$ cat config.mk
export PLATFORM = sky130hd
export DESIGN_NAME = pop_scheduler
export DESIGN_NICKNAME = d
export VERILOG_FILES = /design/src/rtl/pop_scheduler.sv
export SDC_FILE = /design/constraint.sdc
export NUM_CORES = 1
export LEC_CHECK = 0
export ABC_AREA = 1
export BUFFER_PORTS_ARGS = -buffer_cell sky130_fd_sc_hd__buf_2
export CAP_MARGIN = 20
export CORE_MARGIN = 2
export CORE_UTILIZATION = 40
export DETAILED_ROUTE_END_ITERATION = 16
export PLACE_DENSITY = 0.72
export SLEW_MARGIN = 0
export SYNTH_ARGS = -nofsm -noshare
export SYNTH_HDL_FRONTEND = slang
export SYNTH_SLANG_ARGS = --single-unit
$ cat constraint.sdc
create_clock -name clk -period 1.8 [get_ports clk]
set_clock_uncertainty 0.2 [all_clocks]
set_input_delay 0.27 -clock clk [delete_from_list [all_inputs] [get_ports clk]]
set_output_delay 0.27 -clock clk [all_outputs]
set_load 0.02 [all_outputs]
$ cat src/rtl/pop_scheduler.sv
// Round-robin pop scheduler for the four output-stage FIFOs: grants at most one
// non-empty FIFO per cycle onto a registered shared output channel and reports IDLE.
module pop_scheduler #(
  parameter int FIFO_UNITS = 4,
  parameter int INDEX      = 2,
  parameter int DATA_WIDTH = 6
) (
  input  logic                  clk,
  input  logic                  reset,
  input  logic                  empty_0,
  input  logic                  empty_1,
  input  logic                  empty_2,
  input  logic                  empty_3,
  input  logic [DATA_WIDTH-1:0] data_in_0,
  input  logic [DATA_WIDTH-1:0] data_in_1,
  input  logic [DATA_WIDTH-1:0] data_in_2,
  input  logic [DATA_WIDTH-1:0] data_in_3,
  input  logic                  out_ready,
  output logic                  pop_0,
  output logic                  pop_1,
  output logic                  pop_2,
  output logic                  pop_3,
  output logic [DATA_WIDTH-1:0] data_out,
  output logic                  valid_out,
  output logic [INDEX-1:0]      sel,
  output logic                  IDLE
);

  localparam logic [1:0] ST_INIT   = 2'd0;
  localparam logic [1:0] ST_IDLE   = 2'd1;
  localparam logic [1:0] ST_ACTIVE = 2'd2;

  logic [1:0]            state;
  logic [1:0]            next_state;
  logic [INDEX-1:0]      last;
  logic [INDEX-1:0]      grant_idx;
  logic [INDEX-1:0]      cand;
  logic                  grant;
  logic                  all_empty;
  logic [FIFO_UNITS-1:0] eligible;
  logic [FIFO_UNITS-1:0] pop_vec;
  logic [DATA_WIDTH-1:0] heads [FIFO_UNITS];

  assign eligible  = ~{empty_3, empty_2, empty_1, empty_0};
  assign all_empty = ~|eligible;
  assign heads[0]  = data_in_0;
  assign heads[1]  = data_in_1;
  assign heads[2]  = data_in_2;
  assign heads[3]  = data_in_3;

  // Search last+1 .. last+4 (mod 4); the index width wraps naturally.
  always_comb begin
    grant     = 1'b0;
    grant_idx = '0;
    cand      = '0;
    if (reset && out_ready) begin
      for (int k = 1; k <= FIFO_UNITS; k++) begin
        cand = last + INDEX'(k);
        if (!grant && eligible[cand]) begin
          grant     = 1'b1;
          grant_idx = cand;
        end
      end
    end
  end

  always_comb begin
    pop_vec = '0;
    if (grant) pop_vec[grant_idx] = 1'b1;
  end

  assign pop_0 = pop_vec[0];
  assign pop_1 = pop_vec[1];
  assign pop_2 = pop_vec[2];
  assign pop_3 = pop_vec[3];

  always_comb begin
    next_state = state;
    case (state)
      ST_INIT:   next_state = all_empty ? ST_IDLE : ST_ACTIVE;
      ST_IDLE:   next_state = all_empty ? ST_IDLE : ST_ACTIVE;
      ST_ACTIVE: next_state = (all_empty && !grant) ? ST_IDLE : ST_ACTIVE;
      default:   next_state = ST_INIT;
    endcase
  end

  // IDLE is registered alongside the state so it mirrors a decode of it.
  always_ff @(posedge clk) begin
    if (!reset) begin
      state     <= ST_INIT;
      last      <= INDEX'(FIFO_UNITS - 1);
      data_out  <= '0;
      sel       <= '0;
      valid_out <= 1'b0;
      IDLE      <= 1'b0;
    end else begin
      state <= next_state;
      IDLE  <= (next_state == ST_IDLE);
      if (grant) begin
        last      <= grant_idx;
        data_out  <= heads[grant_idx];
        sel       <= grant_idx;
        valid_out <= 1'b1;
      end else begin
        valid_out <= 1'b0;
      end
    end
  end

endmodule

==> results of run 1 <==
==> tightest hold or removal path, delay by kind of cell <==
| family | cells | cell delay [ps] |
|---|---|---|
| buffers and inverters | 1 | 80 |
| and+or+nand+nor | 4 | 230 |
==> layout by cell type (no fill, tap or decap), types with 2 or more instances in the layout <==
cell type  instances
a21oi_1            2
a21oi_2            2
buf_2             40
buf_4             18
buf_6             10
clkbuf_4           3
dfxtp_1           12
dfxtp_4            2
inv_1             12
nand2_1           47
nand2_2           22
nand2_4           11
nand3_1            8
nand3_2            7
nand4_1            9
nor2_1             9
nor2_2            10
nor2_4             3
nor3b_2            5
==> metal layers <==
metal  up-vias  track usage, %  wire length [um]
met5         -               0                 0
met4         0            8.36                63
met3         7            2.58               211
met2        54            29.6              1660
met1       616            27.1              1540
li1        691               -                 -
==> flip-flops by register name, indices dropped and copies added (netlist names) <==
| register | flops |
|---|---|
| data_out | 6 |
| last | 2 |
| sel | 2 |
| state | 2 |
| IDLE | 1 |
| valid_out | 1 |
==> cell type report <==
class,count,area (um^2),share of cell area [%]
well taps,30,37.5,2.09
repair buffers,70,488,27.2
flip-flops and latches,14,288,16.0
multi-input cells,139,880,49.0
clock buffers,4,36.3,2.02
inverters,16,67.6,3.76
==> power groups by stage <==
stage	clock (mW)	sequential [mW]	combinational, mW
finish	0.223	0.360	0.592
global route	0.242	0.364	0.635
CTS	0.224	0.360	0.514
detailed placement	0	0.364	0.424
global placement	0	0.364	0.422
floorplan	0	0.390	0.266
==> worst paths after layout <==
check / start / endpoint / slack, ps / depth (start not counted)
worst min register to register: sel[1]$_SDFFE_PN0P_ / sel[1]$_SDFFE_PN0P_ / 270 / 2
worst min-delay path: data_in_2[4] / data_out[4]$_SDFFE_PN0P_ / 130 / 5
worst max-delay path: last[0]$_SDFFE_PN1P_ / pop_0 / -490 / 12
worst max register to register: last[0]$_SDFFE_PN1P_ / data_out[1]$_SDFFE_PN0P_ / -410 / 14
==> what timing repair did <==
action	in CTS	in global routing
endpoints found under the hold margin	0	0
endpoints found under the setup margin	10	13
cloned	0	1
resized for setup	42	28
pin swaps	21	13
setup buffers	9	1
==> cells by family after synthesis <==
kind of cell	after synthesis	share of synthesized area (%)
AO/OA/AOI/OAI	6	3.43
AND/OR/NAND/NOR	133	60.0
flip-flops	14	26.5
buffers and inverters	21	10.1
==> metrics by stage <==
step	utilization, %	total power, mW	hold WS [ps]
2_1_floorplan	-	0.656	244
5_1_grt	71.9	1.24	139
3_5_place_dp	57.0	0.788	255
6_report	71.9	1.18	126
4_1_cts	66.4	1.10	137
3_3_place_gp	57.0	0.786	258
==> flow_metrics.py, run 1 <==
metrics = {
    "outcome": {
        "outcome": "finished with violations",
        "violations": "negative setup slack",
    },
    "synthesis": {
        "yosysSeqAreaShare_pct": 26.5,
        "syn_area_per_cell_um2": 6.08,
        "ys_warn_count": 0,
        "ys_top_cells_by_count": "73 x nand2_1, 18 x nor2_1, 15 x nand3_1, 14 x dfxtp_1, 12 x inv_1",
        "netlist-cell-type-count": 22,
        "synthTopCellsByArea": "dfxtp_1 27%, nand2_1 26%, nand3_1 7.1%",
        "yosysTopAreaCell": "dfxtp_1",
        "ys_ff_latch": 14,
        "synth_top_area_share_pct": 26.5,
        "synth_area_um2": 1060,
        "ys_async_sr_fraction_pct": 0,
        "postSynthCellCount": 174,
        "synth_edf_count": 0,
        "yosysMostFrequentCell": "nand2_1",
        "synth_flop_cell": "dfxtp_1",
        "synth_nets": 205,
    },
    "setup_path": {
        "path_delay_family": "simple AND/OR/NAND/NOR gates",
        "crit_arrival_ps": 1820,
        "crit_type": "reg2out",
        "crit_path_cell_trace": "buf_6, nand2_2, nand2_2, nand2_2, nand2_2, nand3_2, nor2_2, nor2_2, nand2_4, inv_4, nor2_4, buf_6",
        "critPathCaptureType": "output port",
        "crit_fanout": 7,
        "path_common_cell": "nand2_2",
        "cp-start-kind": "register",
        "worst_path_largest_cell_delay_ps": 410,
        "slowest_stage": "dfxtp_4",
        "path_buf_inv": 3,
        "worstPathRequired_ps": 1330,
    },
    "sta": {
        "slew_headroom_pct": 82.2,
        "slew_viol_final": 0,
        "tns_ps": -4860,
        "final_hold_viol_count": 0,
        "worst-slew-pin-transition_ps": 266,
        "rsz0062_at_grt": "yes",
        "fmax_mhz": 437,
        "fin_crit_ps": 2290,
        "layout_setup_ws_ps": -486,
        "setup_violations": 13,
        "period_share_pct": 127,
    },
    "die": {
        "start_util_pct": 42.3,
        "core-area_um2": 2500,
        "die_y_um": 55.4,
        "die_width_um": 55.4,
        "pin_count": 45,
        "dieArea_um2": 3070,
        "rows": 18,
    },
    "drt": {
        "firstDrtPassIters": 5,
        "drc": 0,
        "drt-total-wl_mm": 3.47,
        "num_vias": 1368,
        "drtIter0Drc": 60,
        "wl_per_cell_um": 12.7,
        "detail-route-antenna-nets": 0,
        "via_per_inst": 5.01,
    },
    "cts": {
        "cts_sinks": 14,
        "cts_buffers": 3,
        "clk_path_buf_depth": 2,
        "ctsHtreeMaxLevel": 1,
        "clkLatencyLatePin_ps": 280,
        "clk_pin_slew_worst_paths_ps": 80,
        "clock-root-buffer": "clkbuf_4",
        "cts_hold_buf": 0,
        "cts_tree": "done",
    },
    "finish": {
        "diodes": 0,
        "instances_no_fill": 273,
        "area_delta_synth_final_pct": 69.9,
        "final_layout_size_suffix_gt1_share_pct": 58.4,
        "fin_nets": 275,
        "fillers": 195,
        "finish.instance_area_um2": 1800,
    },
    "place": {
        "pre_cts_ws_ps": -233,
        "place_area_um2": 1430,
        "place.port_buffers": 44,
        "gp_congestion": 0.860,
        "placed_cells": 259,
        "place_hpwl_mm": 2.24,
    },
    "power": {
        "clkPwrFrac_pct": 18.9,
        "combPwrFrac_pct": 50.4,
        "pwr-share-seq_pct": 30.6,
        "netSwitchingPower_uw": 457,
        "p_per_area_nw_per_um2": 654,
        "ir_drop_uv": 570,
        "netSwitchingFraction_pct": 38.9,
        "power.leakage_nw": 0.949,
        "p_int_uw": 718,
    },
    "worst_hold_path": {
        "min_path_type": "in2reg",
    },
    "grt": {
        "grt_pass1_wl_mm": 4.72,
        "gr-total-overflow": 0,
        "grt_max_degree": 13,
        "grt_pass1_vias": 1118,
        "antenna_found_initial": 0,
        "grt_use_total_pct": 19.4,
    },
    "flow_run": {
        "cap_violations": 0,
    },
}
(Power assumes the default switching activity.)
==> run 2, diff against run 1 <==
--- a/config.mk
+++ b/config.mk
@@ -6,12 +6,12 @@
 export NUM_CORES = 1
 export LEC_CHECK = 0
 export ABC_AREA = 1
-export BUFFER_PORTS_ARGS = -buffer_cell sky130_fd_sc_hd__buf_2
 export CAP_MARGIN = 20
 export CORE_MARGIN = 2
 export CORE_UTILIZATION = 40
 export DETAILED_ROUTE_END_ITERATION = 16
-export PLACE_DENSITY = 0.72
+export DONT_BUFFER_PORTS = 1
+export GPL_ROUTABILITY_DRIVEN = 0
 export SLEW_MARGIN = 0
 export SYNTH_ARGS = -nofsm -noshare
 export SYNTH_HDL_FRONTEND = slang
==> run 2 against run 1 <==
The flow still finishes with violations (negative setup slack); fmax grew 2.7%; worst setup slack gained 61 ps; register-to-register slack better by 140 ps; wire length is 12% lower; clock power hardly changed; non-clock buffer count fell by 43; critical path depth down 1; sequential cell count did not move; sequential power up 9.2%; combinational power down 21%; via count is 13% lower; highest routed layer unchanged.
==> flow_metrics.py, run 2 (synthesis gave the netlist of run 1 again) <==
metrics = {
    "finish": {
        "largest_register_ffs": 6,
        "fin_nets": 232,
        "area_delta_synth_final_pct": 41.8,
        "regMostFlops": "data_out",
        "layout_common_cells": "49 x nand2_1, 23 x nand2_2, 22 x buf_4",
        "fin_util_pct": 60.0,
        "final_common_cell": "nand2_1",
        "fillers": 227,
        "seqCellArea_um2": 288,
        "instances_no_fill": 230,
        "final_layout_size_suffix_gt1_share_pct": 44.0,
        "multi_input_area_um2": 842,
        "diodes": 0,
    },
    "die": {
        "die_y_um": 55.4,
        "rows": 18,
        "pin_count": 45,
        "die_width_um": 55.4,
        "start_util_pct": 42.3,
        "core-area_um2": 2500,
        "dieArea_um2": 3070,
    },
    "cts": {
        "cts_sinks": 14,
        "clkLatencyLatePin_ps": 270,
        "clk_pin_slew_worst_paths_ps": 80,
        "clk_path_buf_depth": 2,
        "clock-root-buffer": "clkbuf_4",
        "ctsHtreeMaxLevel": 1,
        "cts_buffers": 3,
        "cts_tree": "done",
    },
    "worst_hold_path": {
        "hold_depth": 4,
        "min_path_type": "in2reg",
        "hold_start": "reset",
        "hold_path_end": "data_out[1]$_SDFFE_PN0P_",
    },
    "sta": {
        "slew_viol_final": 0,
        "rsz0062_at_grt": "yes",
        "layout_setup_ws_ps": -425,
        "period_share_pct": 124,
        "fin_crit_ps": 2230,
        "timing.hold.ws_ps": 6.65,
        "slew_headroom_pct": 81.8,
        "fmax_mhz": 449,
        "worst-slew-pin-transition_ps": 271,
        "setup_violations": 12,
        "final_hold_viol_count": 0,
    },
    "setup_path": {
        "path_delay_family": "simple AND/OR/NAND/NOR gates",
        "crit_type": "reg2out",
        "crit_arrival_ps": 1760,
        "reg2reg_depth": 13,
        "r2r-start": "last[0]$_SDFFE_PN1P_",
        "worstPathRequired_ps": 1330,
        "path_common_cell": "nand2_2",
        "path_buf_inv": 1,
        "crit_fanout": 6,
        "r2r-end": "data_out[5]$_SDFFE_PN0P_",
        "crit_path_cell_trace": "buf_6, nand2_2, nand2_2, nand2_2, nand2_2, nor2_1, nor2_2, nand2_4, nand3_4, nand2_4, nor2_4",
        "slowest_stage": "dfxtp_4",
        "worst_path_largest_cell_delay_ps": 410,
        "critPathCaptureType": "output port",
        "cp-start-kind": "register",
        "rrSetupSlack_ps": -270,
    },
    "drt": {
        "drtIter0Drc": 38,
        "detail-route-antenna-nets": 0,
        "drc": 0,
        "num_vias": 1186,
        "firstDrtPassIters": 5,
        "via_per_inst": 5.16,
        "wl_per_cell_um": 13.3,
        "drt-total-wl_mm": 3.05,
    },
    "grt": {
        "grt_use_total_pct": 18.6,
        "antenna_found_initial": 0,
        "gr-total-overflow": 0,
        "grt_pass1_vias": 1081,
        "grt_max_degree": 11,
        "grt_pass1_wl_mm": 4.70,
    },
    "place": {
        "place_hpwl_mm": 2.13,
        "place.port_buffers": 0,
        "placed_cells": 217,
    },
    "power": {
        "power.leakage_nw": 0.737,
        "ir_drop_uv": 657,
        "power.total_mw": 1.08,
        "p_per_area_nw_per_um2": 723,
    },
    "outcome": {
        "outcome": "finished with violations",
        "violations": "negative setup slack",
    },
    "flow_run": {
        "cap_violations": 0,
    },
}
## run 2: cell count changes in the layout (fill, tap and decap cells not counted), moves of 2 or more
cell and delta:
nor2_2 -3, nor2_1 +2, nand3_2 -4, nand2_4 -3, nand2_1 +2, dlygate4sd3_1 +2, buf_4 +4, nand3_1 +4
buf_2 -40, buf_6 -8
## run 2: layout make-up
class | instances | area share (%)
clock buffers | 4 | 2.42
inverters | 16 | 4.51
multi-input cells | 139 | 56.2
flip-flops and latches | 14 | 19.2
well taps | 30 | 2.50
repair buffers | 27 | 15.2
## run 2: worst min-delay path, stage by stage
cell and delay, ps:
nand2_1 40, nand2_1 50, nand2_1 50, nor2_1 40
## run 2: worst max-delay path by stage
stage,start,end,slack (ps),cells after the start
finish,last[0]$_SDFFE_PN1P_,pop_2,-430,11
global route,last[0]$_SDFFE_PN1P_,pop_2,-530,11
floorplan,last[0]$_SDFFE_PN1P_,pop_0,-170,13
global placement,last[0]$_SDFFE_PN1P_,pop_0,-180,11
CTS,last[0]$_SDFFE_PN1P_,pop_3,-420,11
detailed placement,last[0]$_SDFFE_PN1P_,data_out[1]$_SDFFE_PN0P_,-230,12
## run 2: what timing repair did
action,CTS,global route
setup endpoints to repair,11,12
gates resized for setup,26,20
hold endpoints to repair,7,0
hold buffers,2,0
pin swaps,11,16
cloned,0,0
buffers inserted,5,2
## run 2: report_power, final
| group | internal [mW] | total [mW] | switching (mW) |
|---|---|---|---|
| sequential | 0.340 | 0.393 | 0.0530 |
| clock | 0.123 | 0.223 | 0.100 |
| combinational | 0.199 | 0.468 | 0.268 |
## run 2: routing by layer
layer	wire length (um)	vias up	global-route usage (%)	part of all wire, %
li1	-	609	-	-
met1	1310	535	22.9	43
met2	1510	36	31.8	50
met3	194	6	3.51	6.4
met4	38	0	6.97	1.2
met5	0	-	0	0
## run 2: stage by stage
stage / setup WS (ps) / setup TNS [ps] / instance area [um^2]
after CTS: -416 / -3100 / 1420
after global routing: -529 / -4730 / 1500
after global placement: -177 / -1660 / 1230
after floorplan: -166 / -640 / 1100
final: -425 / -3290 / 1500
after detailed placement: -225 / -1880 / 1230
==> run 3, diff against run 2 <==
--- a/config.mk
+++ b/config.mk
@@ -8,7 +8,7 @@
 export ABC_AREA = 1
 export CAP_MARGIN = 20
 export CORE_MARGIN = 2
-export CORE_UTILIZATION = 40
+export CORE_UTILIZATION = 45
 export DETAILED_ROUTE_END_ITERATION = 16
 export DONT_BUFFER_PORTS = 1
 export GPL_ROUTABILITY_DRIVEN = 0
==> run 3 against run 2 <==
The run still ends with negative setup slack left; clock power decreased by 2%; non-clock buffer count decreased by 2; die area decreased by 10%; register-to-register slack got worse by 90 ps; largest cell class unchanged.
==> flow_metrics.py, run 3 (synthesis gave the netlist of run 1 again) <==
metrics = {
    "cts": {
        "clkLatencyLatePin_ps": 270,
        "clk_pin_slew_worst_paths_ps": 80,
        "cts_buffers": 3,
        "clk_path_buf_depth": 2,
        "cts_sinks": 14,
        "clock-root-buffer": "clkbuf_4",
        "ctsHtreeMaxLevel": 1,
        "cts_tree": "done",
    },
    "die": {
        "start_util_pct": 47.8,
        "core-area_um2": 2210,
        "die_width_um": 52.5,
        "dieArea_um2": 2750,
        "rows": 17,
        "pin_count": 45,
        "die_y_um": 52.5,
    },
    "sta": {
        "final_hold_viol_count": 0,
        "worst-slew-pin-transition_ps": 268,
        "fmax_mhz": 454,
        "layout_setup_ws_ps": -402,
        "period_share_pct": 122,
        "slew_headroom_pct": 82.0,
        "slew_viol_final": 0,
        "rsz0062_at_grt": "yes",
        "timing.hold.ws_ps": 16.3,
        "fin_crit_ps": 2200,
        "setup_violations": 14,
    },
    "setup_path": {
        "crit_type": "reg2out",
        "cp-start-kind": "register",
        "critPathCaptureType": "output port",
        "worstPathRequired_ps": 1330,
        "crit_arrival_ps": 1730,
        "r2r-start": "last[0]$_SDFFE_PN1P_",
        "crit_fanout": 6,
        "r2r-end": "data_out[2]$_SDFFE_PN0P_",
        "rrSetupSlack_ps": -360,
        "reg2reg_depth": 14,
    },
    "worst_hold_path": {
        "hold_depth": 4,
        "hold_start": "reset",
        "min_path_type": "in2reg",
        "hold_path_end": "data_out[1]$_SDFFE_PN0P_",
    },
    "power": {
        "power.total_mw": 1.08,
        "pwr-share-seq_pct": 36.6,
        "netSwitchingPower_uw": 420,
        "ir_drop_uv": 622,
        "combPwrFrac_pct": 43.1,
        "netSwitchingFraction_pct": 39.0,
        "p_int_uw": 658,
        "power.leakage_nw": 0.730,
        "clkPwrFrac_pct": 20.4,
        "p_per_area_nw_per_um2": 714,
    },
    "finish": {
        "area_delta_synth_final_pct": 42.7,
        "regMostFlops": "data_out",
        "instances_no_fill": 226,
        "final_layout_size_suffix_gt1_share_pct": 44.4,
        "fillers": 201,
        "finish.instance_area_um2": 1510,
        "diodes": 0,
        "largest_register_ffs": 6,
        "layout_common_cells": "52 x nand2_1, 21 x nand2_2, 16 x buf_4, 12 x dfxtp_1, 12 x inv_1",
        "fin_nets": 230,
        "final_common_cell": "nand2_1",
    },
    "grt": {
        "gr-total-overflow": 0,
        "grt_use_total_pct": 21.9,
        "grt_max_degree": 11,
        "grt_pass1_wl_mm": 4.51,
        "grt_pass1_vias": 1020,
        "antenna_found_initial": 0,
    },
    "place": {
        "place_hpwl_mm": 2.17,
        "pre_cts_ws_ps": -267,
        "place_area_um2": 1180,
        "placed_cells": 210,
        "place.port_buffers": 0,
    },
    "flow_run": {
        "cap_violations": 0,
    },
    "outcome": {
        "outcome": "finished with violations",
        "violations": "negative setup slack",
    },
    "drt": {
        "wl_per_cell_um": 13.3,
        "via_per_inst": 5.23,
        "firstDrtPassIters": 4,
        "num_vias": 1182,
        "drc": 0,
        "drt-total-wl_mm": 3.01,
        "drtIter0Drc": 17,
        "detail-route-antenna-nets": 0,
    },
}
run 3: metrics by stage:
| stage | util [%] | TNS, ps |
|---|---|---|
| 6_report | 68.2 | -3910 |
| 5_1_grt | 68.2 | -5200 |
| 4_1_cts | 64.9 | -3180 |
| 3_5_place_dp | 53.3 | -2430 |
| 3_3_place_gp | 53.3 | -1600 |
| 2_1_floorplan | - | -640 |
run 3: final cells by class:
cell class              instances  area (um^2)  area share [%]
well taps                      28         35.0            2.32
clock buffers                   4         36.3            2.40
flip-flops and latches         14          288            19.1
inverters                      16         72.6            4.81
repair buffers                 25          219            14.5
multi-input cells             139          858            56.9
run 3: worst max path at each step:
stage / from / endpoint / slack (ps)
after floorplan: last[0]$_SDFFE_PN1P_ / pop_0 / -170
after global placement: last[0]$_SDFFE_PN1P_ / pop_3 / -180
after detailed placement: last[0]$_SDFFE_PN1P_ / data_out[1]$_SDFFE_PN0P_ / -270
after CTS: last[0]$_SDFFE_PN1P_ / pop_2 / -410
after global routing: last[0]$_SDFFE_PN1P_ / pop_0 / -490
final: last[0]$_SDFFE_PN1P_ / pop_2 / -400
run 3: timing repair:
action	4_1_cts	5_1_grt
setup endpoints to repair	12	14
hold buffers	2	0
pin swaps	23	3
buffers inserted	9	2
hold endpoints to repair	7	0
cloned	0	0
resized for setup	42	15
run 3: metal layers:
metal  vias to the layer above  wire (um)  part of all wire, %  track usage, %
li1                        603          -                    -               -
met1                       542       1360                   45            30.1
met2                        35       1490                   49            35.6
met3                         2        155                  5.1            2.57
met4                         0          8                 0.27            6.84
met5                         -          0                    0               0
run 3: critical path, cell delays in order (launching register included):
cell and delay (ps):
dfxtp_4 390, buf_6 140, nand2_2 60, nand3_2 70, nand2_4 120, nand4_1 150
nand3_4 140, nand2_4 90, buf_6 140, nor2_4 160
run 3: power groups by stage:
stage	clock network (mW)	logic, mW	registers [mW]
after floorplan	0	0.266	0.390
after global placement	0	0.321	0.397
after detailed placement	0	0.330	0.399
after CTS	0.230	0.424	0.392
after global routing	0.241	0.504	0.398
final	0.219	0.464	0.394
